<file path="src/rtl/mem_port_arbiter_pkg.sv">
// Shared constants and encodings for the fetch/data memory port arbiter.
// Holds the memory command set, the arbiter state and grant encodings, and a command decode helper.
package mem_port_arbiter_pkg;

  localparam int W_CPU     = 32;
  localparam int W_MEM_CMD = 2;

  localparam logic [W_MEM_CMD-1:0] MEM_NOP   = 2'd0;
  localparam logic [W_MEM_CMD-1:0] MEM_READ  = 2'd1;
  localparam logic [W_MEM_CMD-1:0] MEM_WRITE = 2'd2;

  typedef enum logic [1:0] {
    ARB_IDLE  = 2'd0,
    ARB_ISSUE = 2'd1,
    ARB_WAIT  = 2'd2,
    ARB_RESP  = 2'd3
  } arb_state_e;

  typedef enum logic {
    GNT_IF = 1'b0,
    GNT_D  = 1'b1
  } arb_gnt_e;

  // Only real accesses count as a data request; NOP and the unused code are ignored.
  function automatic logic cmd_is_access(input logic [W_MEM_CMD-1:0] cmd);
    return (cmd == MEM_READ) || (cmd == MEM_WRITE);
  endfunction

endpackage

</file>
<file path="src/rtl/mem_port_arbiter_arb_pick.sv">
// Combinational grant selection: data port wins unless fetch has lost STARVE_MAX
// decisions in a row while requesting.
module arb_pick
  import mem_port_arbiter_pkg::*;
#(
  parameter int STARVE_MAX = 3,
  parameter int W_STARVE   = 2
) (
  input  logic                if_req,
  input  logic                d_req_valid,
  input  logic [W_STARVE-1:0] starve_cnt,
  output arb_gnt_e            gnt
);

  logic starved_s;

  // Priority decision with starvation override.
  always_comb begin
    starved_s = if_req && (starve_cnt == W_STARVE'(STARVE_MAX));
    if (d_req_valid && !starved_s) begin
      gnt = GNT_D;
    end else begin
      gnt = GNT_IF;
    end
  end

endmodule

</file>
<file path="src/rtl/mem_port_arbiter.sv">
// Serialises instruction-fetch and load/store requests onto one single-ported memory,
// returning read data and a one-cycle ack to the winner and stalling the CPU meanwhile.
module mem_port_arbiter
  import mem_port_arbiter_pkg::*;
#(
  parameter int MEM_LAT    = 1,
  parameter int STARVE_MAX = 3
) (
  input  logic                 clk,
  input  logic                 rst,
  input  logic                 if_req,
  input  logic [W_CPU-1:0]     if_addr,
  output logic [W_CPU-1:0]     if_rdata,
  output logic                 if_ack,
  input  logic                 d_req,
  input  logic [W_MEM_CMD-1:0] d_cmd,
  input  logic [W_CPU-1:0]     d_addr,
  input  logic [W_CPU-1:0]     d_wdata,
  output logic [W_CPU-1:0]     d_rdata,
  output logic                 d_ack,
  output logic [W_MEM_CMD-1:0] mem_cmd,
  output logic [W_CPU-1:0]     mem_addr,
  output logic [W_CPU-1:0]     mem_wdata,
  input  logic [W_CPU-1:0]     mem_rdata,
  output logic                 busy,
  output logic                 stall
);

  localparam int W_STARVE = (STARVE_MAX < 1) ? 1 : $clog2(STARVE_MAX + 1);
  localparam int W_LAT    = (MEM_LAT < 2) ? 1 : $clog2(MEM_LAT);
  localparam logic LAT_ONE = (MEM_LAT == 1);
  localparam logic [W_LAT-1:0] LAT_LOAD = W_LAT'(MEM_LAT - 1);
  localparam logic [W_STARVE-1:0] STARVE_TOP = W_STARVE'(STARVE_MAX);

  arb_state_e           state_q, state_d;
  arb_gnt_e             gnt_q, gnt_d;
  logic [W_MEM_CMD-1:0] cmd_q, cmd_d;
  logic [W_MEM_CMD-1:0] mem_cmd_q, mem_cmd_d;
  logic [W_CPU-1:0]     mem_addr_q, mem_addr_d;
  logic [W_CPU-1:0]     mem_wdata_q, mem_wdata_d;
  logic [W_CPU-1:0]     if_rdata_q, if_rdata_d;
  logic [W_CPU-1:0]     d_rdata_q, d_rdata_d;
  logic                 if_ack_q, if_ack_d;
  logic                 d_ack_q, d_ack_d;
  logic                 busy_q, busy_d;
  logic [W_STARVE-1:0]  starve_cnt_q, starve_cnt_d;
  logic [W_LAT-1:0]     lat_cnt_q, lat_cnt_d;

  logic                 d_req_valid_s;
  logic                 any_req_s;
  logic                 capture_s;
  arb_gnt_e             pick_s;

  assign d_req_valid_s = d_req && cmd_is_access(d_cmd);
  assign any_req_s     = if_req || d_req_valid_s;

  arb_pick #(
    .STARVE_MAX (STARVE_MAX),
    .W_STARVE   (W_STARVE)
  ) u_pick (
    .if_req      (if_req),
    .d_req_valid (d_req_valid_s),
    .starve_cnt  (starve_cnt_q),
    .gnt         (pick_s)
  );

  // State and datapath registers with synchronous active-low reset.
  always_ff @(posedge clk) begin
    if (!rst) begin
      state_q      <= ARB_IDLE;
      gnt_q        <= GNT_IF;
      cmd_q        <= MEM_NOP;
      mem_cmd_q    <= MEM_NOP;
      mem_addr_q   <= {W_CPU{1'b0}};
      mem_wdata_q  <= {W_CPU{1'b0}};
      if_rdata_q   <= {W_CPU{1'b0}};
      d_rdata_q    <= {W_CPU{1'b0}};
      if_ack_q     <= 1'b0;
      d_ack_q      <= 1'b0;
      busy_q       <= 1'b0;
      starve_cnt_q <= {W_STARVE{1'b0}};
      lat_cnt_q    <= {W_LAT{1'b0}};
    end else begin
      state_q      <= state_d;
      gnt_q        <= gnt_d;
      cmd_q        <= cmd_d;
      mem_cmd_q    <= mem_cmd_d;
      mem_addr_q   <= mem_addr_d;
      mem_wdata_q  <= mem_wdata_d;
      if_rdata_q   <= if_rdata_d;
      d_rdata_q    <= d_rdata_d;
      if_ack_q     <= if_ack_d;
      d_ack_q      <= d_ack_d;
      busy_q       <= busy_d;
      starve_cnt_q <= starve_cnt_d;
      lat_cnt_q    <= lat_cnt_d;
    end
  end

  // Next-state logic.
  always_comb begin
    state_d = state_q;
    case (state_q)
      ARB_IDLE: begin
        if (any_req_s) begin
          state_d = ARB_ISSUE;
        end else begin
          state_d = ARB_IDLE;
        end
      end
      ARB_ISSUE: begin
        if ((cmd_q == MEM_WRITE) || LAT_ONE) begin
          state_d = ARB_RESP;
        end else begin
          state_d = ARB_WAIT;
        end
      end
      ARB_WAIT: begin
        if (lat_cnt_q == W_LAT'(1)) begin
          state_d = ARB_RESP;
        end else begin
          state_d = ARB_WAIT;
        end
      end
      ARB_RESP: state_d = ARB_IDLE;
      default:  state_d = ARB_IDLE;
    endcase
  end

  // Grant latching, memory command drive, latency count, starvation count, read capture.
  always_comb begin
    gnt_d        = gnt_q;
    cmd_d        = cmd_q;
    mem_cmd_d    = MEM_NOP;
    mem_addr_d   = mem_addr_q;
    mem_wdata_d  = mem_wdata_q;
    if_rdata_d   = if_rdata_q;
    d_rdata_d    = d_rdata_q;
    starve_cnt_d = starve_cnt_q;
    lat_cnt_d    = lat_cnt_q;
    capture_s    = 1'b0;
    case (state_q)
      ARB_IDLE: begin
        // The memory command register is loaded here so it is valid throughout ISSUE.
        if (any_req_s) begin
          gnt_d = pick_s;
          if (pick_s == GNT_D) begin
            cmd_d       = d_cmd;
            mem_cmd_d   = d_cmd;
            mem_addr_d  = d_addr;
            mem_wdata_d = d_wdata;
          end else begin
            cmd_d       = MEM_READ;
            mem_cmd_d   = MEM_READ;
            mem_addr_d  = if_addr;
            mem_wdata_d = mem_wdata_q;
          end
        end else begin
          gnt_d = gnt_q;
        end
        if (!if_req) begin
          starve_cnt_d = {W_STARVE{1'b0}};
        end else if (any_req_s && (pick_s == GNT_IF)) begin
          starve_cnt_d = {W_STARVE{1'b0}};
        end else if (any_req_s && (starve_cnt_q != STARVE_TOP)) begin
          starve_cnt_d = starve_cnt_q + W_STARVE'(1);
        end else begin
          starve_cnt_d = starve_cnt_q;
        end
      end
      ARB_ISSUE: begin
        if ((cmd_q == MEM_READ) && LAT_ONE) begin
          capture_s = 1'b1;
        end else if (cmd_q == MEM_READ) begin
          lat_cnt_d = LAT_LOAD;
        end else begin
          lat_cnt_d = lat_cnt_q;
        end
      end
      ARB_WAIT: begin
        lat_cnt_d = lat_cnt_q - W_LAT'(1);
        if (lat_cnt_q == W_LAT'(1)) begin
          capture_s = 1'b1;
        end else begin
          capture_s = 1'b0;
        end
      end
      ARB_RESP: begin
        capture_s = 1'b0;
      end
      default: begin
        capture_s = 1'b0;
      end
    endcase
    if (capture_s) begin
      if (gnt_q == GNT_D) begin
        d_rdata_d = mem_rdata;
      end else begin
        if_rdata_d = mem_rdata;
      end
    end else begin
      if_rdata_d = if_rdata_q;
      d_rdata_d  = d_rdata_q;
    end
  end

  // Registered handshake outputs, decoded from the upcoming state.
  always_comb begin
    busy_d = (state_d != ARB_IDLE);
    if (state_d == ARB_RESP) begin
      if_ack_d = (gnt_q == GNT_IF);
      d_ack_d  = (gnt_q == GNT_D);
    end else begin
      if_ack_d = 1'b0;
      d_ack_d  = 1'b0;
    end
  end

  assign if_rdata  = if_rdata_q;
  assign d_rdata   = d_rdata_q;
  assign if_ack    = if_ack_q;
  assign d_ack     = d_ack_q;
  assign mem_cmd   = mem_cmd_q;
  assign mem_addr  = mem_addr_q;
  assign mem_wdata = mem_wdata_q;
  assign busy      = busy_q;
  assign stall     = (if_req & ~if_ack_q) | (d_req & ~d_ack_q);

endmodule

</file>
<file path="config.mk">
export PLATFORM = sky130hd
export DESIGN_NAME = mem_port_arbiter
export DESIGN_NICKNAME = d
export VERILOG_FILES = /design/src/rtl/mem_port_arbiter_pkg.sv /design/src/rtl/mem_port_arbiter_arb_pick.sv /design/src/rtl/mem_port_arbiter.sv
export SDC_FILE = /design/constraint.sdc
export NUM_CORES = 1
export LEC_CHECK = 0
export BUFFER_PORTS_ARGS = -buffer_cell sky130_fd_sc_hd__buf_2
export CAP_MARGIN = 30
export CORE_ASPECT_RATIO = 1.1
export CORE_MARGIN = 8
export CORE_UTILIZATION = 49
export DETAILED_ROUTE_END_ITERATION = 10
export PLACE_DENSITY = 0.91
export SLEW_MARGIN = 10
export SYNTH_ARGS = -nofsm -noshare
export SYNTH_HDL_FRONTEND = slang
export SYNTH_SLANG_ARGS = --single-unit
</file>
<file path="constraint.sdc">
create_clock -name clk -period 3.4 [get_ports clk]
set_input_delay 0.17 -clock clk [delete_from_list [all_inputs] [get_ports clk]]
set_output_delay 0.17 -clock clk [all_outputs]
set_load 0.03 [all_outputs]
</file>
==> out/results.txt <==
Hold Path Cell Cnt - 3
outcome - finished clean
R2R setup slack - 1.29 ns
share of flip-flops with an asynchronous set or reset - 0
routability congestion estimate - 0.795
DR DRC count - 0
CTS tree - done
Worst setup SP type - flip-flop
dominant cells by area after synthesis - dfxtp_1, mux2i_1, nor2b_1
Routed WL - 16300 um
first-pass GRT wire length - 24900 um
Yosys top cell area share - 0.516
distinct cell type count after synthesis - 38
Mapped Cells - 544
Slew Viols, Final - 0
top-count cell post-synth - dfxtp_1
CTS H-tree lvls - 4
critical path type - flip-flop to flip-flop
Post-Syn Area - 5470 sq um
worst relative slew slack - 0.455
total power - 4.75 mW
Starting Density - 0.502
CTS Sinks - 141
average wire per standard cell - 16.4 um
routed wl met3 - 1380 um
die area - 14800 sq um
IO Count - 268
clock skew - 0.00693 ns
synthesized net count - 682
FP Rows - 40
hold crit path type - input port to flip-flop
ratio of cells with drive above 1 in the final layout - 0.374
Die X - 117 um
cell taking the most area after synthesis - dfxtp_1
port buffer count - 267
end of the worst hold path - mem_wdata[3]$_SDFFE_PN0P_
worst slew pin tran - 0.817 ns
Post-synth EDFFs - 0
max cap viols - 0
Final period util - 0.622
Vias/cell - 4.92
hold_sp - d_wdata[3]
CORE AREA - 10900 sq um
Synth top cells by count - dfxtp_1, nand2_1, mux2i_1
post-synthesis sequential area ratio - 0.516
ys flop type - dfxtp_1
global route overflow - 0
FF-to-FF End - cmd_q[1]$_SDFFE_PN0P_
Hold Vio Cnt, Final - 0
#FFs+latches synth - 141
vias in the first global route - 5095
PD cells - 611 nW/um^2
gr usage total - 0.215
Final min period - 2.11 ns
1st-iter DRT viols - 243
clk slew on worst S/H paths - 0.06 ns
crit end category - flip-flop
total setup buffers inserted after CTS - 0
Final ANT Viol Nets - 0
Critical Path AT - 2.42 ns
final setup vio count - 0
syn avg cell area - 10.1 sq um
Worst Path Required - 3.70 ns
Reg-to-Reg Start - state_q[1]$_SDFF_PN0_
max layer used - met4
leak pwr - 3.60 nW
pin count of the biggest net entering global routing - 104
WL met1 - 5800 um
RSZ-0062 raised after global routing - false
Final TNS setup - 0 ns
peak fanout along the critical path - 21
VDD IR max - 0.353 mV
HPWL Detailed - 11300 um
Total Nets Final - 968
Root Buffer - clkbuf_16
met2 WL - 8620 um
Layout Area Growth over Synthesis - 42.0%
Via Count - 4872
TritonRoute pass-1 iters - 4
synth warn - 0
Skew-Pair Late Insertion Delay - 0.41 ns
Die Ht - 127 um
clk buf depth - 2
post-CTS sizing - 0
antenna violations before repair - 1
TritonCTS buffer count - 17
worst r2r path cells - 6
maximum clock rate - 0.473 GHz
worst max-delay path: stages, from the launching register on:
cell and delay [ns]:
dfxtp_1 0.33, inv_1 0.09, ha_1 0.34, nand2_1 0.18
or2_1 0.45, buf_4 0.31, o31ai_1 0.30
how the worst max path moves through the flow:
stage                                     start                     to  cells past startpoint
after floorplan           state_q[0]$_SDFF_PN0_  cmd_q[1]$_SDFFE_PN0P_                      7
after global placement    state_q[0]$_SDFF_PN0_  cmd_q[1]$_SDFFE_PN0P_                      6
after detailed placement  state_q[0]$_SDFF_PN0_  cmd_q[1]$_SDFFE_PN0P_                      6
after CTS                 state_q[1]$_SDFF_PN0_  cmd_q[1]$_SDFFE_PN0P_                      6
after global routing      state_q[1]$_SDFF_PN0_  cmd_q[1]$_SDFFE_PN0P_                      6
final                     state_q[1]$_SDFF_PN0_  cmd_q[1]$_SDFFE_PN0P_                      6
area by class of cell:
class	count	area, sq um
clock inverter	13	190
clock buffer	19	433
tap	147	184
fill	812	3140
timing repair buffer	302	1660
multi-input combinational	363	2460
inverter	5	18.8
sequential	141	2820
antenna	1	2.50
per-layer routing:
metal	vias up	GRT usage
met2	202	0.392
li1	2393	-
met1	2239	0.202
met3	38	0.0888
met5	-	0
met4	0	0.0973
kinds of logic (layout without fill, tap and decap cells):
family                     count (synthesis)  after routing  share of synthesized area
buffers and inverters                     40            339                     0.0389
other                                      0              1                          0
muxes                                     96             96                      0.176
DFF                                      141            141                      0.516
and+or+nand+nor                          182            182                      0.163
AOI/OAI and AO/OA                         79             79                     0.0935
xor gates and xnor gates                   2              2                    0.00457
adders and majority gates                  4              4                    0.00915
power breakdown:
part | total (mW) | leakage (nW) | internal (mW) | switching, mW
sequential | 1.87 | 1.15 | 1.80 | 0.0730
clock | 1.94 | 0.301 | 1.23 | 0.709
combinational | 0.937 | 2.16 | 0.325 | 0.612
stage by stage:
stage / worst slack, ns / util / cell area, sq um / hold WS, ns / cells
after detailed placement: 1.46 / 0.631 / 6890 / 0.418 / 932
after global routing: 1.19 / 0.712 / 7770 / 0.00316 / 991
after CTS: 1.33 / 0.711 / 7760 / 0.00150 / 989
after floorplan: 1.76 / - / 5470 / 0.240 / 544
final: 1.29 / 0.712 / 7770 / 0.00927 / 991
after global placement: 1.45 / 0.631 / 6890 / 0.411 / 932
layout by cell type (no fill, tap or decap), types with 2 or more instances in the layout:
cell           instances
clkbuf_1               2
mux2i_1               96
a21oi_4                2
bufinv_16              4
o21ai_1               16
a21boi_1              30
a21boi_0               2
nor2b_1               66
dfxtp_1              141
buf_2                267
o21ai_0               18
clkinv_2               2
inv_1                  5
and2_1                 2
buf_4                  9
nor2_1                 2
ha_1                   4
dlygate4sd3_1         26
clkbuf_16             17
a21oi_1                3
clkinv_4               5
nand2_1              102
sequential cells by signal, summed over array words and instances (netlist names):
register,count
busy,1
cmd_q,2
d_ack,1
d_rdata,32
gnt_q,1
if_ack,1
if_rdata,32
lat_cnt_q,1
mem_addr,32
mem_cmd,2
mem_wdata,32
starve_cnt_q,2
state_q,2
timing repair:
item | in CTS | in global routing
setup endpoints to repair | 0 | 0
hold buffers | 25 | 1
hold endpoints to repair | 25 | 1
Power figures use the tool's default switching activity.
